===== config.mk =====
export PLATFORM = sky130hd
export DESIGN_NAME = pc_sequencer
export DESIGN_NICKNAME = d
export VERILOG_FILES = /design/src/rtl/pc_seq_pkg.sv /design/src/rtl/jump_cond.sv /design/src/rtl/pc_sequencer.sv
export SDC_FILE = /design/constraint.sdc
export NUM_CORES = 1
export LEC_CHECK = 0
export ABC_CLOCK_PERIOD_IN_PS = 2200
export BUFFER_PORTS_ARGS = -buffer_cell sky130_fd_sc_hd__buf_2
export CORE_UTILIZATION = 47
export CTS_CLUSTER_SIZE = 8
export DETAILED_ROUTE_END_ITERATION = 7
export PLACE_DENSITY = 0.83
export SYNTH_ARGS = -nofsm -noshare
export SYNTH_HDL_FRONTEND = slang
export SYNTH_HIERARCHICAL = 1
export SYNTH_SLANG_ARGS = --single-unit

===== constraint.sdc =====
create_clock -name clk -period 2.2 [get_ports clk]
set_clock_uncertainty 0.1 [all_clocks]
set_input_delay 0.22 -clock clk [delete_from_list [all_inputs] [get_ports clk]]
set_output_delay 0.22 -clock clk [all_outputs]
set_load 0.01 [all_outputs]

===== src/rtl/pc_seq_pkg.sv =====
// Shared types and constants for the Hack PC fetch/execute sequencer.
// PC_SEQ_SINGLE_STEP_EN adds the PAUSE state used for single-stepping.
package pc_seq_pkg;

  localparam int C_BIT   = 15;
  localparam int JMP_LSB = 0;
  localparam int JMP_W   = 3;
  localparam logic [JMP_W-1:0] JMP_ALWAYS = 3'b111;
  localparam int CNT_W   = 4;

  typedef enum logic [2:0] {
    S_IDLE,
    S_FETCH,
    S_EXEC,
    S_UPDATE,
`ifdef PC_SEQ_SINGLE_STEP_EN
    S_HALT,
    S_PAUSE
`else
    S_HALT
`endif
  } state_t;

endpackage


===== src/rtl/jump_cond.sv =====
// Hack C-instruction jump evaluation from the jjj bits and ALU flags.
// Bit 2 = less-than, bit 1 = equal, bit 0 = greater-than.
module jump_cond
  import pc_seq_pkg::*;
(
  input  logic [JMP_W-1:0] jjj,
  input  logic             zr,
  input  logic             ng,
  output logic             jump
);

  assign jump = (jjj[2] & ng)
              | (jjj[1] & zr)
              | (jjj[0] & ~ng & ~zr);

endmodule


===== src/rtl/pc_sequencer.sv =====
// Fetch/execute/update controller for the Hack program counter.
// PC_SEQ_SINGLE_STEP_EN adds step_mode/step inputs and a PAUSE state.
module pc_sequencer
  import pc_seq_pkg::*;
#(
  parameter int WIDTH       = 16,
  parameter int EXEC_CYCLES = 1
) (
  input  logic             clk,
  input  logic             reset_n,
  input  logic             run,
`ifdef PC_SEQ_SINGLE_STEP_EN
  input  logic             step_mode,
  input  logic             step,
`endif
  input  logic             instr_valid,
  input  logic [WIDTH-1:0] instr,
  input  logic             alu_zr,
  input  logic             alu_ng,
  input  logic [WIDTH-1:0] a_reg,
  input  logic [WIDTH-1:0] pc_out,
  output logic             fetch_req,
  output logic             exec_en,
  output logic [WIDTH-1:0] instr_q,
  output logic [WIDTH-1:0] pc_in,
  output logic             pc_inc,
  output logic             pc_load,
  output logic             pc_reset,
  output logic             halted,
  output logic [WIDTH-1:0] retire_cnt
);

  localparam logic [CNT_W-1:0] LAST = CNT_W'(EXEC_CYCLES - 1);

  state_t           state;
  state_t           state_d;
  logic [CNT_W-1:0] cnt;
  logic [JMP_W-1:0] jjj;
  logic             jump;
  logic             is_c;
  logic             take;
  logic             halt_hit;

  assign jjj      = instr_q[JMP_LSB +: JMP_W];
  assign is_c     = instr_q[C_BIT];
  assign take     = is_c & jump;
  assign halt_hit = is_c && (jjj == JMP_ALWAYS)
                 && (a_reg == pc_out);
  assign pc_in    = a_reg;

  // Live flags are used on the final EXEC cycle; the
  // result is registered into pc_load/pc_inc for UPDATE.
  jump_cond u_jump_cond (
    .jjj  (jjj),
    .zr   (alu_zr),
    .ng   (alu_ng),
    .jump (jump)
  );

  always_comb begin
    state_d = state;
    if (!run) begin
      state_d = S_IDLE;
    end else begin
      unique case (state)
        S_IDLE:   state_d = S_FETCH;
        S_FETCH:  if (instr_valid) state_d = S_EXEC;
        S_EXEC:   if (cnt == LAST) state_d = S_UPDATE;
        S_UPDATE: begin
          if (halt_hit) state_d = S_HALT;
`ifdef PC_SEQ_SINGLE_STEP_EN
          else if (step_mode) state_d = S_PAUSE;
`endif
          else state_d = S_FETCH;
        end
        S_HALT:   state_d = S_HALT;
`ifdef PC_SEQ_SINGLE_STEP_EN
        S_PAUSE:  if (step) state_d = S_FETCH;
`endif
        default:  state_d = S_IDLE;
      endcase
    end
  end

  always_ff @(posedge clk or negedge reset_n) begin
    if (!reset_n) begin
      state      <= S_IDLE;
      cnt        <= '0;
      instr_q    <= '0;
      retire_cnt <= '0;
      fetch_req  <= 1'b0;
      exec_en    <= 1'b0;
      pc_inc     <= 1'b0;
      pc_load    <= 1'b0;
      pc_reset   <= 1'b1;
      halted     <= 1'b0;
    end else begin
      state     <= state_d;
      fetch_req <= (state_d == S_FETCH);
      exec_en   <= (state_d == S_EXEC);
      pc_load   <= (state_d == S_UPDATE) & take;
      pc_inc    <= (state_d == S_UPDATE) & ~take;
      pc_reset  <= (state_d == S_IDLE);
      halted    <= (state_d == S_HALT);

      if (state == S_EXEC && state_d == S_EXEC)
        cnt <= cnt + 1'b1;
      else
        cnt <= '0;

      if (state == S_FETCH && state_d == S_EXEC)
        instr_q <= instr;

      if (state == S_IDLE)
        retire_cnt <= '0;
      else if (state == S_UPDATE)
        retire_cnt <= retire_cnt + 1'b1;
    end
  end

endmodule

==> Word-level counts from Yosys, hierarchy flattened <==
Cells that the tools add are included.
{ "word_totals": {"reg_bits": 45, "in_bits": 54, "out_inout_bits": 54} }
{ "op_classes": {"addsub": 2, "eq_ne": 10, "n_mux": 8, "bitwise_logic": 12, "n_reduce_logical": 8} }
{ "op_table": {"columns": ["cell", "n"], "rows": [
  ["16-bit two-way mux", 2],
  ["16-bit by 1-bit adder with 16-bit output (second input constant)", 1],
  ["16-bit == test", 1],
  ["3-bit one-hot mux with 5 select lines", 1],
  ["3-bit by 2-bit == test with 1-bit output (second input constant)", 4],
  ["3-bit two-way mux", 4],
  ["3-bit == test (second input constant)", 3],
  ["1-bit AND", 7],
  ["3-bit by 1-bit == test with 1-bit output (second input constant)", 2],
  ["3-bit zero test", 2],
  ["4-bit by 1-bit adder with 4-bit output (second input constant)", 1],
  ["1-bit logical AND", 4],
  ["4-bit zero test", 1],
  ["4-bit two-way mux", 1],
  ["1-bit NOT", 3],
  ["1-bit OR", 2],
  ["2-bit nonzero test", 1]
]} }

==> Longest topological paths before layout <==
Gate-level depths: netlist of run 1.
{ "logic_depth": {"depth_word": 9, "ltp_mapped": 6} }

==> Cells and area by module <==
Netlist of run 1, hierarchy kept.
{ "modules_own_cells": {"columns": ["module", "n_inst", "cells_each", "area_per_inst_um2", "seq_area_each_um2"], "rows": [
  ["pc_sequencer", 1, 210, 2317.2, 1127.3],
  ["jump_cond", 1, 2, 17.5, 0.0]
]} }

==> Worst setup path before layout of run 1 <==
Ideal clock, no wire load.
{ "synth_timing": {"kind": "register to register", "start": "reg cnt[0]", "end": "reg state[0]", "setup_ns": 0.082, "arrival_time_ns": 1.583, "required_time_ns": 2.018, "setup_slack_ns": 0.435, "stages_incl_launch_ff": 7, "path_buffers": 0, "period_less_slack_ns": 1.765, "cell_sequence": "dfrtp_1 > inv_1 > ha_1 > or3b_2 > a211oi_1 > o21ai_0 > a31oi_1"} }
{ "synth_between": {"elab_chain_cells": 4} }
{ "synth_rtl": {"columns": ["element", "line_no", "text"], "rows": [
  ["start, declared", "pc_sequencer.sv:37", "logic [CNT_W-1:0] cnt;"],
  ["start signal, assigned", "pc_sequencer.sv:107", "cnt <= cnt + 1'b1;"],
  ["4-bit zero test", "pc_sequencer.sv:68", "S_EXEC: if (cnt == LAST) state_d = S_UPDATE;"],
  ["3-bit two-way mux", "pc_sequencer.sv:68", null],
  ["3-bit one-hot mux with 5 select lines", "pc_sequencer.sv:65", "unique case (state)"],
  ["3-bit two-way mux", "pc_sequencer.sv:62", "if (!run) begin"],
  ["named net state_d[0]", "pc_sequencer.sv:36", "state_t state_d;"],
  ["end signal, assigned", "pc_sequencer.sv:98", "state <= state_d;"],
  ["end, declared", "pc_sequencer.sv:35", "state_t state;"]
]} }
The timed path passes the listed nets, and every way through them passes these cells.
A chain may end at the register's enable or synchronous reset.

==> Worst setup path after layout of run 1 <==
Ends and elaborated chain as after synthesis.

==> results of run 1 <==
==> what timing repair did <==
| action | in CTS | in global routing |
|---|---|---|
| hold buffers | 1 | 0 |
| hold endpoints to repair | 26 | 0 |
| gates resized for setup | 0 | 0 |
==> path summary, 6_finish.rpt <==
kind	cells after the start	startpoint	slack, ns	to
max in group asynchronous	3	reset_n	1.07	cnt[0]$_DFF_PN0_
setup reg to reg	6	cnt[0]$_DFF_PN0_	0.23	state[0]$_DFF_PN0_
hold / removal	2	run	0.04	pc_reset$_DFF_PN1_
setup / recovery	6	cnt[0]$_DFF_PN0_	0.23	state[0]$_DFF_PN0_
hold reg to reg	1	cnt[0]$_DFF_PN0_	0.41	cnt[0]$_DFF_PN0_
min in group asynchronous	2	reset_n	0.36	retire_cnt[8]$_DFFE_PN0P_
==> flip-flops by register name, summed over array words and instances (netlist names) <==
register	cells
state	3
pc_inc	1
instr_q	16
halted	1
pc_load	1
pc_reset	1
retire_cnt	16
fetch_req	1
exec_en	1
cnt	4
==> power by group through the flow <==
stage | Combinational, mW | Sequential (mW) | Clock [mW]
after floorplan | 0.173 | 1.02 | 0
after global placement | 0.384 | 0.974 | 0
after detailed placement | 0.394 | 0.982 | 0
after CTS | 0.396 | 0.965 | 0.629
after global routing | 0.431 | 0.975 | 0.663
final | 0.389 | 0.964 | 0.613
==> worst max-delay path, delay by kind of cell, from the launching register on <==
family / cells / cell delay [ns]
AOI/OAI and AO/OA: 3 / 0.66
buffers and inverters: 1 / 0.08
DFF: 1 / 0.42
adders and majority gates: 1 / 0.14
and+or+nand+nor: 1 / 0.49
==> cells by family (layout without fill, tap and decap cells) <==
logic type | Yosys count | in the layout | share of synthesized area (%)
buf+inv | 27 | 126 | 7.770
compound gates | 23 | 23 | 6.645
flops | 45 | 45 | 48.29
xor+xnor | 27 | 27 | 10.13
mux | 17 | 17 | 8.199
simple gates | 70 | 70 | 17.36
fa+ha+maj | 3 | 3 | 1.608
==> per-layer routing <==
layer / global-route usage, % / up-vias / part of all wire [%]
met2: 36.24 / 89 / 53
met5: 0 / - / 0
li1: - / 934 / -
met1: 22.35 / 909 / 40
met4: 7.843 / 0 / 1.6
met3: 4.722 / 7 / 5.8
==> cell type report <==
class / instances / share of cell area [%]
repair buffers: 114 / 19.99
clock inverters: 2 / 1.313
multi-input cells: 140 / 34.73
well taps: 67 / 2.838
flip-flops and latches: 45 / 38.16
clock buffers: 6 / 2.457
inverters: 4 / 0.5083
==> layout by cell type (no fill, tap or decap), types with 2 or more instances in the layout <==
master	instances
buf_2	107
dfrtp_1	44
mux2_2	17
xnor2_1	15
nor2_1	15
xor2_1	12
nand2_1	10
nand4_1	7
a21oi_1	7
nor3_1	6
buf_4	6
nand3_1	5
or4_1	5
clkbuf_8	5
inv_1	4
o31ai_1	4
nand2b_1	3
and3_1	3
o21ai_0	3
ha_1	3
a41o_1	2
a31oi_1	2
or3_1	2
nand4b_1	2
==> stage by stage <==
step           hold slack (ns)  setup WS, ns  instance area [um2]
2_1_floorplan          -0.1756        0.4354                 2335
3_3_place_gp            0.1601        0.3859                 2833
3_5_place_dp            0.1679        0.2327                 2833
4_1_cts                0.03971        0.2139                 2954
5_1_grt                0.04081        0.1025                 2954
6_report               0.04216        0.2315                 2954
==> results_dict.tcl, run 1 <==
set metrics [dict create \
    status "finished clean" \
    period_share_pct 89.48 \
    start_util_pct 49.11 \
    grt_start_max_net_pins 30 \
    crit_path_end_kind "register" \
    utilization_pct 62.13 \
    num_io_pins 108 \
    powerDensity_mw_per_mm2 665.6 \
    drcViolationCount 0 \
    routed-via-count 1939 \
    arrival_ns 2.07 \
    fin_cells 378 \
    fp.dieH_um 72.48 \
    hold_class "primary input to register" \
    cap_violations 0 \
    n_antenna_cell 0 \
    gp_congestion 0.8138 \
    drtIter0Drc 66 \
    hold_viol 0 \
    finalSetupViolations 0 \
    synth_area_leader_cell "dfrtp_1" \
    max-clock-path-buffers 2 \
    place_hpwl_um 3795 \
    maxSlewHeadroom_pct 59.79 \
    rsz0062_at_grt "no" \
    clock_latency_ns 0.30 \
    p_sw_share_pct 26.03 \
    nFillCells 405 \
    multiInputGateArea_mm2 0.001026 \
    slowest_delay_ns 0.49 \
    synth_top_area_share_pct 47.16 \
    vias_per_cell 5.130 \
    cp_max_fo 4 \
    yosysWarnings 6 \
    routed_wl_um 4837 \
    syn_nets 269 \
    cts_buffers 5 \
    slew_violations 0 \
    core_mm2 0.004755 \
    cp-start-kind "register" \
    synth.most_common_cell "dfrtp_1" \
    synth.top_cells.by_count "44 x dfrtp_1, 17 x buf_4, 17 x mux2_2" \
    final_net_count 367 \
    antenna_found_initial 0 \
    ys_seq_area_share_pct 48.29 \
    port_buffers 107 \
    clk_pin_slew_ns 0.08 \
    leakage_nw 1.472 \
    slowest_stage "or3b_2" \
    p_comb_share_pct 19.8 \
    yosysUniqueCellTypes 43 \
    syn_area_mm2 0.002335 \
    intPower_mw 1.454 \
    synth_cells 212 \
    syn_area_per_cell_um2 11.01 \
    layout_min_cycle_time_ns 1.969 \
    grt_pass1_vias 1811 \
    clkPwrFrac_pct 31.2 \
    tightest_slew_ns 0.6031 \
    ys_seq_elements 45 \
    regArea_mm2 0.001127 \
    rows 25 \
    setup_tns_ns 0 \
    track_usage_pct 19.91 \
    peakVddDrop_mv 0.2799 \
    dpl.cell_count 369 \
    cts_htree_levels 2 \
    synth_area_leaders "dfrtp_1 47%, mux2_2 8.2%, xnor2_1 5.6%" \
    power_frac_seq_pct 49.0 \
    synth_edf_count 0 \
    yosys_most_used_dff "dfrtp_1" \
    cp.required_ns 2.31 \
    drt_pass1_iterations 4 \
    grt_overflow_total 0 \
    grt_pass1_wl_um 7962 \
    drive_gt1_share_pct 45.98 \
    fmax_mhz 508.0 \
    post_cts.repair.setup_buffers 0 \
    ant_nets 0 \
    critical_path_class "register to register" \
    fp.dieW_um 72.48 \
    wl_per_cell_um 12.80 \
    clock-sinks 45 \
    p_total_mw 1.966 \
    clockRootBuffer "clkbuf_8" \
    tritoncts "yes" \
    area_growth_pct 26.53 \
    die-area_mm2 0.005253 \
    p_switching_mw 0.5119 \
    synth-async-reset-ratio_pct 100.0 \
    worstPathCellList "inv_1 > ha_1 > or3b_2 > a211oi_1 > o21ai_0 > a31oi_1" \
]
Note: power is estimated with default switching activity, not from simulation.
==> run 2: changes to the inputs <==
--- a/config.mk
+++ b/config.mk
@@ -15,3 +15,2 @@
 export SYNTH_HDL_FRONTEND = slang
-export SYNTH_HIERARCHICAL = 1
 export SYNTH_SLANG_ARGS = --single-unit
==> constraint.sdc (replaced) <==
create_clock -name clk -period 2.2 [get_ports clk]
set_clock_uncertainty 0.1 [all_clocks]
set_input_delay 0.55 -clock clk [delete_from_list [all_inputs] [get_ports clk]]
set_output_delay 0.55 -clock clk [all_outputs]
set_load 0.01 [all_outputs]
==> run 2 against run 1 <==
  * Sequential power is essentially flat
  * Worst setup slack improved by 0.028 ns
  * Largest power group unchanged
  * Global-route usage up 0.30 points
  * Via count shrank 2.3%
  * Die area rose by 0.47%
  * Total power down 4.6%
  * Design area is essentially flat
  * Count of clock-buffer cells in the layout shrank 1
  * Synthesized cell count grew 2.8%
  * Area after synthesis increased by 0.48%
  * Critical path type unchanged
  * Sequential share of layout area is essentially flat
==> results_dict.tcl, run 2 <==
set metrics [dict create \
    maxSlewHeadroom_pct 66.29 \
    final_cell_mix "107 x buf_2, 44 x dfrtp_1, 21 x xor2_1" \
    synth-async-reset-ratio_pct 100.0 \
    vias_per_cell 4.948 \
    cp-start-kind "register" \
    ant_nets 0 \
    synth_cells 218 \
    crit_path_end_kind "register" \
    cp.required_ns 2.32 \
    routed_wl_um 4973 \
    drtIter0Drc 29 \
    final_common_cell "buf_2" \
    hold_class "primary input to async pin" \
    place_area_mm2 0.002865 \
    track_usage_pct 20.21 \
    start_util_pct 49.34 \
    worstPathCellList "inv_1 > ha_1 > or3b_1 > a211o_1 > nand4_1 > o21ai_2 > nor4b_4" \
    cap_violations 0 \
    r2r_cells 7 \
    clk_pin_slew_ns 0.09 \
    synth_top_area_share_pct 46.93 \
    area_growth_pct 26.03 \
    synth_area_leaders "dfrtp_1 47%, xor2_1 7.8%, mux2_2 7.7%" \
    period_share_pct 88.19 \
    post_cts_resized 0 \
    ys_seq_area_share_pct 48.05 \
    cts_htree_levels 2 \
    cp_max_fo 4 \
    yosysUniqueCellTypes 42 \
    gp_congestion 0.8241 \
    peakVddDrop_mv 0.4176 \
    die-area_mm2 0.005278 \
    syn_nets 275 \
    drive_gt1_share_pct 45.57 \
    slew_violations 0 \
    slowest_delay_ns 0.42 \
    place_hpwl_um 3925 \
    synth.top_cells.by_count "44 x dfrtp_1, 21 x xor2_1, 19 x nor2_1" \
    num_io_pins 108 \
    drt_pass1_iterations 4 \
    syn_area_mm2 0.002346 \
    worstReg2RegStart "cnt[0]$_DFF_PN0_" \
    regToRegSetupSlack_ns 0.26 \
    slowest_stage "dfrtp_1" \
    crit_family "simple AND/OR/NAND/NOR gates" \
    dpl.cell_count 375 \
    yosys_most_used_dff "dfrtp_1" \
    fin_area_mm2 0.002957 \
    antenna_found_initial 0 \
    max-clock-path-buffers 2 \
    ys_seq_elements 45 \
    fmax_mhz 515.4 \
    status "finished clean" \
    hold_viol 0 \
    clock_latency_ns 0.30 \
    grt_overflow_total 0 \
    tritoncts "yes" \
    clock-sinks 45 \
    clockRootBuffer "clkbuf_8" \
    synth_area_leader_cell "dfrtp_1" \
    fin_cells 383 \
    rows 25 \
    tightest_slew_ns 0.5056 \
    leakage_nw 1.498 \
    utilization_pct 62.18 \
    layout_min_cycle_time_ns 1.940 \
    critPathBufInv 1 \
    n_antenna_cell 0 \
    setup_tns_ns 0 \
    arrival_ns 2.06 \
    r2r-end "pc_load$_DFF_PN0_" \
    syn_area_per_cell_um2 10.76 \
    cts_buffers 5 \
    yosysWarnings 0 \
    routed-via-count 1895 \
    drcViolationCount 0 \
    p_total_mw 1.875 \
    fp.dieH_um 72.65 \
    synth_edf_count 0 \
    post_cts.repair.setup_buffers 0 \
    critical_path_class "register to register" \
    ctsHoldBuffers 0 \
    synth.most_common_cell "dfrtp_1" \
    rsz0062_at_grt "no" \
    fp.dieW_um 72.65 \
    powerDensity_mw_per_mm2 634.3 \
    grt_start_max_net_pins 27 \
    wl_per_cell_um 12.98 \
    finalSetupViolations 0 \
    final_net_count 372 \
    grt_pass1_vias 1793 \
    core_mm2 0.004755 \
    top_regs "instr_q x16, retire_cnt x16, cnt x4" \
    port_buffers 107 \
    grt_pass1_wl_um 8121 \
]
## run 2: changes by cell type after synthesis, sizes merged, moves of 4 or more
cell and change:
o21ai +5, o31ai -4, xor2 +9, xnor2 -9
or4 -5, inv +5, nor2b +4, nor2 +4
## run 2: worst max path at each step
| stage | startpoint | cells past startpoint | endpoint |
|---|---|---|---|
| after floorplan | cnt[0]$_DFF_PN0_ | 7 | pc_load$_DFF_PN0_ |
| after global placement | pc_out[1] | 6 | exec_en$_DFF_PN0_ |
| after detailed placement | pc_out[1] | 6 | fetch_req$_DFF_PN0_ |
| after CTS | cnt[0]$_DFF_PN0_ | 7 | pc_load$_DFF_PN0_ |
| after global routing | cnt[0]$_DFF_PN0_ | 7 | pc_load$_DFF_PN0_ |
| final | cnt[0]$_DFF_PN0_ | 7 | pc_load$_DFF_PN0_ |
## run 2: layout make-up
class | instances | area, um2
fillers | 408 | 1798
flip-flops and latches | 45 | 1127
multi-input cells | 143 | 1042
repair buffers | 111 | 578.1
well taps | 67 | 83.83
clock buffers | 5 | 68.82
inverters | 9 | 33.78
clock inverters | 3 | 22.52
## run 2: logic make-up after synthesis
group | Yosys count | synth area share, %
muxes | 18 | 8.533
adders and majority gates | 3 | 1.600
and+or+nand+nor | 73 | 18.24
AOI/OAI and AO/OA | 22 | 5.974
buffers and inverters | 30 | 7.520
xor gates and xnor gates | 27 | 10.08
DFF | 45 | 48.05
## run 2: worst register-to-register path: stages, from the launching register on
cell	delay, ns
dfrtp_1	0.42
inv_1	0.07
ha_1	0.12
or3b_1	0.36
a211o_1	0.33
nand4_1	0.12
o21ai_2	0.10
nor4b_4	0.24
## run 2: report_power, final
part	internal [mW]	total (mW)	switching (mW)
clock network	0.225	0.515	0.289
logic	0.199	0.397	0.198
registers	0.911	0.964	0.0531
## run 2: stage by stage
step                      setup WS, ns  hold slack, ns
final                           0.2599          0.1050
after floorplan                 0.3748          0.1544
after global routing            0.1046          0.1426
after CTS                       0.2420          0.1149
after detailed placement        0.2172          0.3869
after global placement          0.2621          0.3725
## run 2: per-layer routing
metal,track usage (%),wire length [um],up-vias
li1,-,-,917
met1,23.70,2017,894
met2,36.97,2616,79
met3,3.591,277,5
met4,7.190,61,0
met5,0,0,-
